--- src/rtl/wrr_grant_sched.sv ---
// Weighted round-robin grant scheduler: per-queue credits reloaded from weights each round,
// largest remaining credit wins. Define WRR_TIE_RR_EN for rotating tie-break (else lowest index wins).
module wrr_grant_sched #(
  parameter int unsigned NUM_CH   = 8,
  parameter int unsigned WEIGHT_W = 4,
  parameter int unsigned ID_W     = $clog2(NUM_CH)
) (
  input  logic                       clk,
  input  logic                       rst,
  input  logic [NUM_CH*WEIGHT_W-1:0] weight,
  input  logic [NUM_CH-1:0]          empty,
  input  logic                       grant_ready,
  output logic                       grant_valid,
  output logic [ID_W-1:0]            grant_id,
  output logic                       round_start
);

  typedef enum logic [1:0] {
    S_IDLE   = 2'd0,
    S_LOAD   = 2'd1,
    S_SELECT = 2'd2,
    S_GRANT  = 2'd3
  } state_e;

  state_e                           state_q, state_d;
  logic [NUM_CH-1:0][WEIGHT_W-1:0]  credit_q, credit_d;
  logic                             grant_valid_q, grant_valid_d;
  logic [ID_W-1:0]                  grant_id_q, grant_id_d;
  logic                             round_start_q, round_start_d;
`ifdef WRR_TIE_RR_EN
  logic [ID_W-1:0]                  rr_ptr_q, rr_ptr_d;
  logic [ID_W-1:0]                  idx;
  int unsigned                      idx_sum;
`endif

  logic [NUM_CH-1:0]                eligible;
  logic [NUM_CH-1:0]                cand;
  logic [ID_W-1:0]                  best_id;
  logic [WEIGHT_W-1:0]              best_cr;

  // Per-queue eligibility (has data and weight) and candidacy (has data and credit)
  always_comb begin
    eligible = '0;
    cand     = '0;
    for (int i = 0; i < NUM_CH; i++) begin
      eligible[i] = !empty[i] && (weight[i*WEIGHT_W +: WEIGHT_W] != '0);
      cand[i]     = !empty[i] && (credit_q[i] != '0);
    end
  end

  // Largest-credit candidate; strict compare keeps the first tied queue in search order
  always_comb begin
    best_id = '0;
    best_cr = '0;
`ifdef WRR_TIE_RR_EN
    idx     = '0;
    idx_sum = '0;
    for (int k = 0; k < NUM_CH; k++) begin
      idx_sum = 32'(rr_ptr_q) + 32'(k);
      if (idx_sum >= NUM_CH) idx_sum = idx_sum - NUM_CH;
      idx = ID_W'(idx_sum);
      if (cand[idx] && (credit_q[idx] > best_cr)) begin
        best_cr = credit_q[idx];
        best_id = idx;
      end
    end
`else
    for (int i = 0; i < NUM_CH; i++) begin
      if (cand[i] && (credit_q[i] > best_cr)) begin
        best_cr = credit_q[i];
        best_id = ID_W'(i);
      end
    end
`endif
  end

  always_comb begin
    state_d       = state_q;
    credit_d      = credit_q;
    grant_valid_d = grant_valid_q;
    grant_id_d    = grant_id_q;
    round_start_d = 1'b0;
`ifdef WRR_TIE_RR_EN
    rr_ptr_d      = rr_ptr_q;
`endif
    case (state_q)
      S_IDLE: begin
        if (|eligible) begin
          state_d       = S_LOAD;
          round_start_d = 1'b1;
        end
      end
      S_LOAD: begin
        credit_d = weight;
        state_d  = S_SELECT;
      end
      S_SELECT: begin
        if (|cand) begin
          grant_id_d    = best_id;
          grant_valid_d = 1'b1;
          state_d       = S_GRANT;
        end else if (|eligible) begin
          state_d       = S_LOAD;
          round_start_d = 1'b1;
        end else begin
          state_d = S_IDLE;
        end
      end
      S_GRANT: begin
        // Only a candidate is granted, so this credit is non-zero
        if (grant_ready) begin
          credit_d[grant_id_q] = credit_q[grant_id_q] - WEIGHT_W'(1);
          grant_valid_d        = 1'b0;
          state_d              = S_SELECT;
`ifdef WRR_TIE_RR_EN
          rr_ptr_d = (grant_id_q == ID_W'(NUM_CH - 1)) ? '0 : grant_id_q + ID_W'(1);
`endif
        end
      end
      default: state_d = S_IDLE;
    endcase
  end

  always_ff @(posedge clk) begin
    if (rst) begin
      state_q       <= S_IDLE;
      credit_q      <= '0;
      grant_valid_q <= 1'b0;
      grant_id_q    <= '0;
      round_start_q <= 1'b0;
`ifdef WRR_TIE_RR_EN
      rr_ptr_q      <= '0;
`endif
    end else begin
      state_q       <= state_d;
      credit_q      <= credit_d;
      grant_valid_q <= grant_valid_d;
      grant_id_q    <= grant_id_d;
      round_start_q <= round_start_d;
`ifdef WRR_TIE_RR_EN
      rr_ptr_q      <= rr_ptr_d;
`endif
    end
  end

  assign grant_valid = grant_valid_q;
  assign grant_id    = grant_id_q;
  assign round_start = round_start_q;

endmodule
--- config.mk ---
export PLATFORM = sky130hd
export DESIGN_NAME = wrr_grant_sched
export DESIGN_NICKNAME = d
export VERILOG_FILES = /design/src/rtl/wrr_grant_sched.sv
export SDC_FILE = /design/constraint.sdc
export NUM_CORES = 1
export LEC_CHECK = 0
export ABC_AREA = 0
export CAP_MARGIN = 20
export CORE_UTILIZATION = 40
export DETAILED_ROUTE_END_ITERATION = 16
export PLACE_DENSITY = 0.75
export SYNTH_ARGS = -nofsm -noshare
export SYNTH_HDL_FRONTEND = slang
export SYNTH_SLANG_ARGS = --single-unit
--- constraint.sdc ---
create_clock -name clk -period 14.65 [get_ports clk]
set_clock_uncertainty 0.15 [all_clocks]
set_input_delay 4.395 -clock clk [delete_from_list [all_inputs] [get_ports clk]]
set_output_delay 4.395 -clock clk [all_outputs]
set_load 0.02 [all_outputs]
Word level (Yosys, flattened, before mapping) --
Index checks and enable logic that the tools add are counted.
Operators by class: reduce and logical (&&, ||, !) cells 58, $add $sub $neg 1, magnitude comparators 10, equal/unequal tests 6, mux-type cells 32
Operators with widths (number):
- case mux 32 bit (2 select lines) | 1
- nonzero test 4 bit | 16
- two-way mux 4 bit | 9
- bitwise mux 32 bit | 1
- two-way mux 32 bit | 1
- greater-than comparator 4 bit | 7
- logical AND 1 bit | 25
- two-way mux 3 bit | 6
- OR reduction 8 bit | 2
- binary-select mux 4 bit (select 3 bit) | 1
- demux 4 bit (select 3 bit) | 1
- logical NOT 1 bit | 8
- case mux 2 bit (4 select lines) | 1
- two-way mux 1 bit | 6
- two-way mux 2 bit | 3
- inequality test 2 bit, second input constant | 3
- AND reduction 2 bit | 3
- == test 2 bit, second input constant | 2
- greater-than comparator 4 x 1 -> 1 bit, second input constant | 1
- < comparator 3 x 4 -> 1 bit, second input constant | 1
- case mux 1 bit (2 select lines) | 2
- nonzero test 2 bit | 2
- subtractor 4 x 1 -> 4 bit, second input constant | 1
- >= comparator 3 x 1 -> 1 bit, second input constant | 1
- 3 further kinds | 3
Storage, ports and cells: input bits 43, logic and storage cells 119, output and inout port bits 5, flip-flop bits (word level) 39

Longest topological paths before layout --
word-level depth 25, depth in mapped cells 58, mapped depth without buffers 56

Worst setup path after synthesis --
Ideal clock, no wire load.
kind in2reg, start point in empty[0], end point reg grant_id_q[0] (netlist: grant_id[0]), library setup time 0.074 ns, stages 53, required time 14.426 ns, setup slack 0.492 ns, arrival time 13.934 ns, path through nand2b_1 > ha_1 > and4_1 > a211oi_4 > nor2_1 > a21oi_1 > ha_1 > a21o_1 > o311a_1 > o31ai_1 > or3_1 > nand2_1 > ha_1 > nor2b_1 > o31a_1 > nor2_1 > nor2_1 > o41ai_2 > [... 17 more ...] > mux2i_1 > ha_1 > nor2b_1 > o21a_1 > o21a_1 > o211ai_1 > clkbuf_1 > nand2_1 > o21ai_0 > a31oi_1 > ha_1 > nor2b_1 > o21ai_0 > nand2b_1 > a21oi_1 > o41a_1 > a211o_1 > a31oi_1
On the way: cells in the longest elaborated chain, start to end 25, elaborated cells on any way between the ends 33, those cells by class 7 x order compare; 14 x mux; 12 x reduce/logical
RTL lines:
- from (decl) | line 11 | input logic [NUM_CH-1:0] empty,
- logical NOT 1 bit * | line 47 | cand[i] = !empty[i] && (credit_q[i] != '0);
- logical AND 1 bit * | line 47
- logical AND 1 bit | line 69 | if (cand[i] && (credit_q[i] > best_cr)) begin
- two-way mux 4 bit | line 69
- greater-than comparator 4 bit | line 69
- logical AND 1 bit | line 69
- two-way mux 4 bit | line 69
- greater-than comparator 4 bit | line 69
- [... 9 more ...]
- logical AND 1 bit | line 69
- two-way mux 4 bit | line 69
- greater-than comparator 4 bit | line 69
- logical AND 1 bit | line 69
- two-way mux 4 bit | line 69
- greater-than comparator 4 bit | line 69
- logical AND 1 bit | line 69
- two-way mux 3 bit | line 69
- to (signal assigned) | line 138 | grant_id_q <= grant_id_d;
- to (decl) | line 28 | logic [ID_W-1:0] grant_id_q, grant_id_d;
Mark *: on every way between the ends. The rest lies on a longest branch, timed or not. A chain may end at the register's enable or synchronous reset.

Final worst setup path --
Same ends and word-level chain as after synthesis.

==> results by group <==
Run status
  – Outcome: completed

Timing
  – Rel. slew slack: 0.396
  – Final setup viols: 0
  – Slew Limit Fails: 0
  – Min cycle time layout: 14270 ps
  – Tcrit/Tclk final: 0.974
  – Worst Max-Slew Pin Slew: 906 ps
  – Final hold vios: 0
  – FMAX: 0.0701 GHz
  – Hold WS: 362 ps

Clock tree
  – Num CTS Buffers: 5
  – Clock sink total: 39
  – Worst-Skew Late Latency: 300 ps
  – CTS tree: yes
  – Clk root buf: clkbuf_8
  – Htree depth: 2
  – Max clock buf depth: 2
  – CTS clk-pin slew, worst paths: 80 ps
  – Post-CTS Hold Fix Bufs: 0

Setup path
  – CP max-delay cell: o41a_1
  – Setup CP Type: in -> reg
  – CP Launch Type: input pin
  – CP peak stage delay: 430 ps
  – Critical Path Fanout Max: 5
  – WP data required: 14730 ps
  – Worst R2R Path Depth: 55
  – CP arrival: 14350 ps
  – R2R Setup Slk: 4220 ps
  – RR Endpoint: grant_id[0]
  – CP dominant cell by count: ha_1
  – Critical Path Sink Type: register
  – Reg2reg start: credit_q[1]

Global route
  – Vias in the first global route: 3543
  – First-pass GRT wire length: 18.3 mm
  – Global Route Usage Sum: 0.266
  – Congestion Overflow GR: 0
  – Antenna violations before repair: 0
  – Largest net degree at the start of global routing: 40

Detailed routing
  – WL final: 12.0 mm
  – DR vias/cell: 6.47
  – Via count: 4016
  – First-pass DRT Iterations: 5
  – Antenna viol nets, final: 0
  – Drt drc: 0
  – Drt wl/cell: 19.4 µm
  – Initial drt markers: 370

Worst hold path
  – Worst hold stages: 2
  – Worst hold endpoint: grant_valid
  – Hold_sp: grant_valid
  – Hold WC Path Type: reg -> reg

Synth
  – Synthesis Warnings: 0
  – Post-synthesis cell type count: 66
  – Dominant cell type by area after synthesis: dfxtp_1
  – Most frequent cell after synthesis: nor2_1
  – Sequential share of the synthesized area: 0.226
  – Syn_nets: 521
  – Ys async rst share: 0
  – Mean Syn Cell Area: 7.61 µm²
  – Share of the synthesized area in the top cell type: 0.226
  – Area contributors post-synth: dfxtp_1 23%, ha_1 9.1%, o22ai_1 8.2%
  – EDFF count, synth: 0
  – Post-Syn Area: 3450 µm²
  – Post-synth top cells: 52 x nor2_1, 45 x o22ai_1, 39 x dfxtp_1, 26 x a211oi_1, 26 x inv_1
  – Main synth FF type: dfxtp_1
  – Post-synthesis register bit count: 39
  – Cells after synthesis: 453

Flow run
  – Maxcap violations: 0

Pwr
  – Maximum vdd drop: 0.0000538 V
  – LEAKAGE: 1.63 nW
  – Comb power frac: 0.586
  – Int Pwr: 0.000314 W
  – PD cells: 121 nW/µm²
  – Clock share of power: 0.153
  – Seq pwr share: 0.260
  – Power, Total: 0.000542 W
  – Switching part of the total power: 0.421
  – Switching pwr: 0.000228 W

Finish
  – Area Growth Syn to Fin: 29.6%
  – Multi-input gate area: 2660 µm²
  – Final net count: 583
  – Share of post-route cells with drive strength above 1: 0.151
  – Ant. Diodes: 0
  – Final cell count without fillers: 621
  – Register Area: 781 µm²
  – Final core utilization: 0.539
  – Number of fillers in the final layout: 782

Floorplanning
  – Placeable Area: 8300 µm²
  – Die Wd: 94.9 µm
  – Starting density of the core: 0.415
  – Row Count: 33
  – Io pins: 48
  – Vert. Die Dim: 94.9 µm
  – Die ar.: 9000 µm²

Placement
  – Hpwl dp: 9.15 mm
  – I/O Buffers: 47
  – Dpl cells: 597
  – Final RePlAce weighted congestion: 0.991
==> layout by cell type (no fill, tap or decap), drive strengths merged, types with 3 or more instances in the layout <==
master	netlist	layout
nor2	52	52
clkdlybuf4s50	0	46
o22ai	45	45
dfxtp	39	39
buf	2	30
a211oi	27	27
inv	26	26
a21oi	25	25
ha	25	25
nand2	19	19
nor4	17	17
nor3	15	15
nor2b	13	13
o21ai	12	12
nand3	9	9
clkbuf	20	8
and2	7	7
o211ai	7	7
a31oi	7	7
o21a	6	6
or3	6	6
nand2b	5	5
a22oi	5	5
mux2i	5	5
a211o	4	4
a21o	4	4
and3	3	3
nand3b	3	3
o21bai	3	3
o41ai	3	3
o211a	3	3
mux2	3	3
==> area by class of cell <==
| cell class | count | area share |
|---|---|---|
| Inverter | 26 | 0.0218 |
| Tap cell | 105 | 0.0294 |
| Clock inverter | 1 | 0.00168 |
| Clock buffer | 7 | 0.0216 |
| Multi-Input combinational cell | 366 | 0.595 |
| Sequential cell | 39 | 0.175 |
| Timing Repair Buffer | 77 | 0.156 |
==> power groups by stage <==
| stage | clock network (W) | registers, W | logic (W) |
|---|---|---|---|
| final | 0.0000832 | 0.000141 | 0.000318 |
| after global routing | 0.0000878 | 0.000143 | 0.000344 |
| after CTS | 0.0000834 | 0.000139 | 0.000275 |
| after detailed placement | 0 | 0.000141 | 0.000271 |
| after global placement | 0 | 0.000141 | 0.000262 |
| after floorplan | 0 | 0.000133 | 0.000199 |
==> worst max-delay path by stage <==
stage	cells after the start	end	start	slack (ps)
after global placement	52	grant_id[0]	empty[0]	-4
after detailed placement	53	grant_id[0]	empty[0]	-420
after floorplan	53	grant_id[0]	empty[0]	490
after CTS	53	grant_id[0]	empty[0]	20
final	56	grant_id[0]	empty[0]	380
after global routing	58	grant_id[0]	empty[0]	-160
==> flip-flops by register name, summed over array words and instances, names as in the netlist <==
signal	count
credit_q	32
grant_id	3
state_q	2
grant_valid	1
round_start	1
==> kinds of logic after synthesis <==
group                      count (synthesis)  share of synthesized area
DFF                                       39                      0.226
buffers and inverters                     48                     0.0526
xor gates and xnor gates                   3                    0.00762
and+or+nand+nor                          158                      0.235
AOI/OAI and AO/OA                        172                      0.361
adders and majority gates                 25                     0.0907
muxes                                      8                     0.0265
==> critical path, delay by kind of cell <==
kind	cells	cell delay, ps
adders and majority gates	7	1650
and+or+nand+nor	14	1880
buffers and inverters	6	770
AOI/OAI and AO/OA	27	5200
muxes	2	470
==> metrics by stage <==
step	TNS (ps)	instance area (µm²)	setup slack, ps
6_report	0	4470	379
5_1_grt	-228	4470	-156
4_1_cts	0	4200	18.1
3_5_place_dp	-782	4070	-420
3_3_place_gp	-4.05	4070	-4.05
2_1_floorplan	0	3450	492
==> what timing repair did <==
item | in CTS | in global routing
buffers inserted | 1 | 15
resized for setup | 4 | 32
pin swaps | 3 | 20
cloned | 0 | 0
endpoints found under the hold margin | 0 | 0
setup endpoints to repair | 1 | 3
==> per-layer routing <==
| metal | part of all wire | GRT usage | wire length, µm | vias up |
|---|---|---|---|---|
| met5 | 0 | 0 | 0 | - |
| met1 | 0.41 | 0.350 | 4970 | 1880 |
| li1 | - | - | - | 1885 |
| met3 | 0.081 | 0.0427 | 971 | 36 |
| met4 | 0.032 | 0.0846 | 389 | 0 |
| met2 | 0.47 | 0.442 | 5700 | 215 |
No activity file was read; power rests on OpenSTA's default activity.
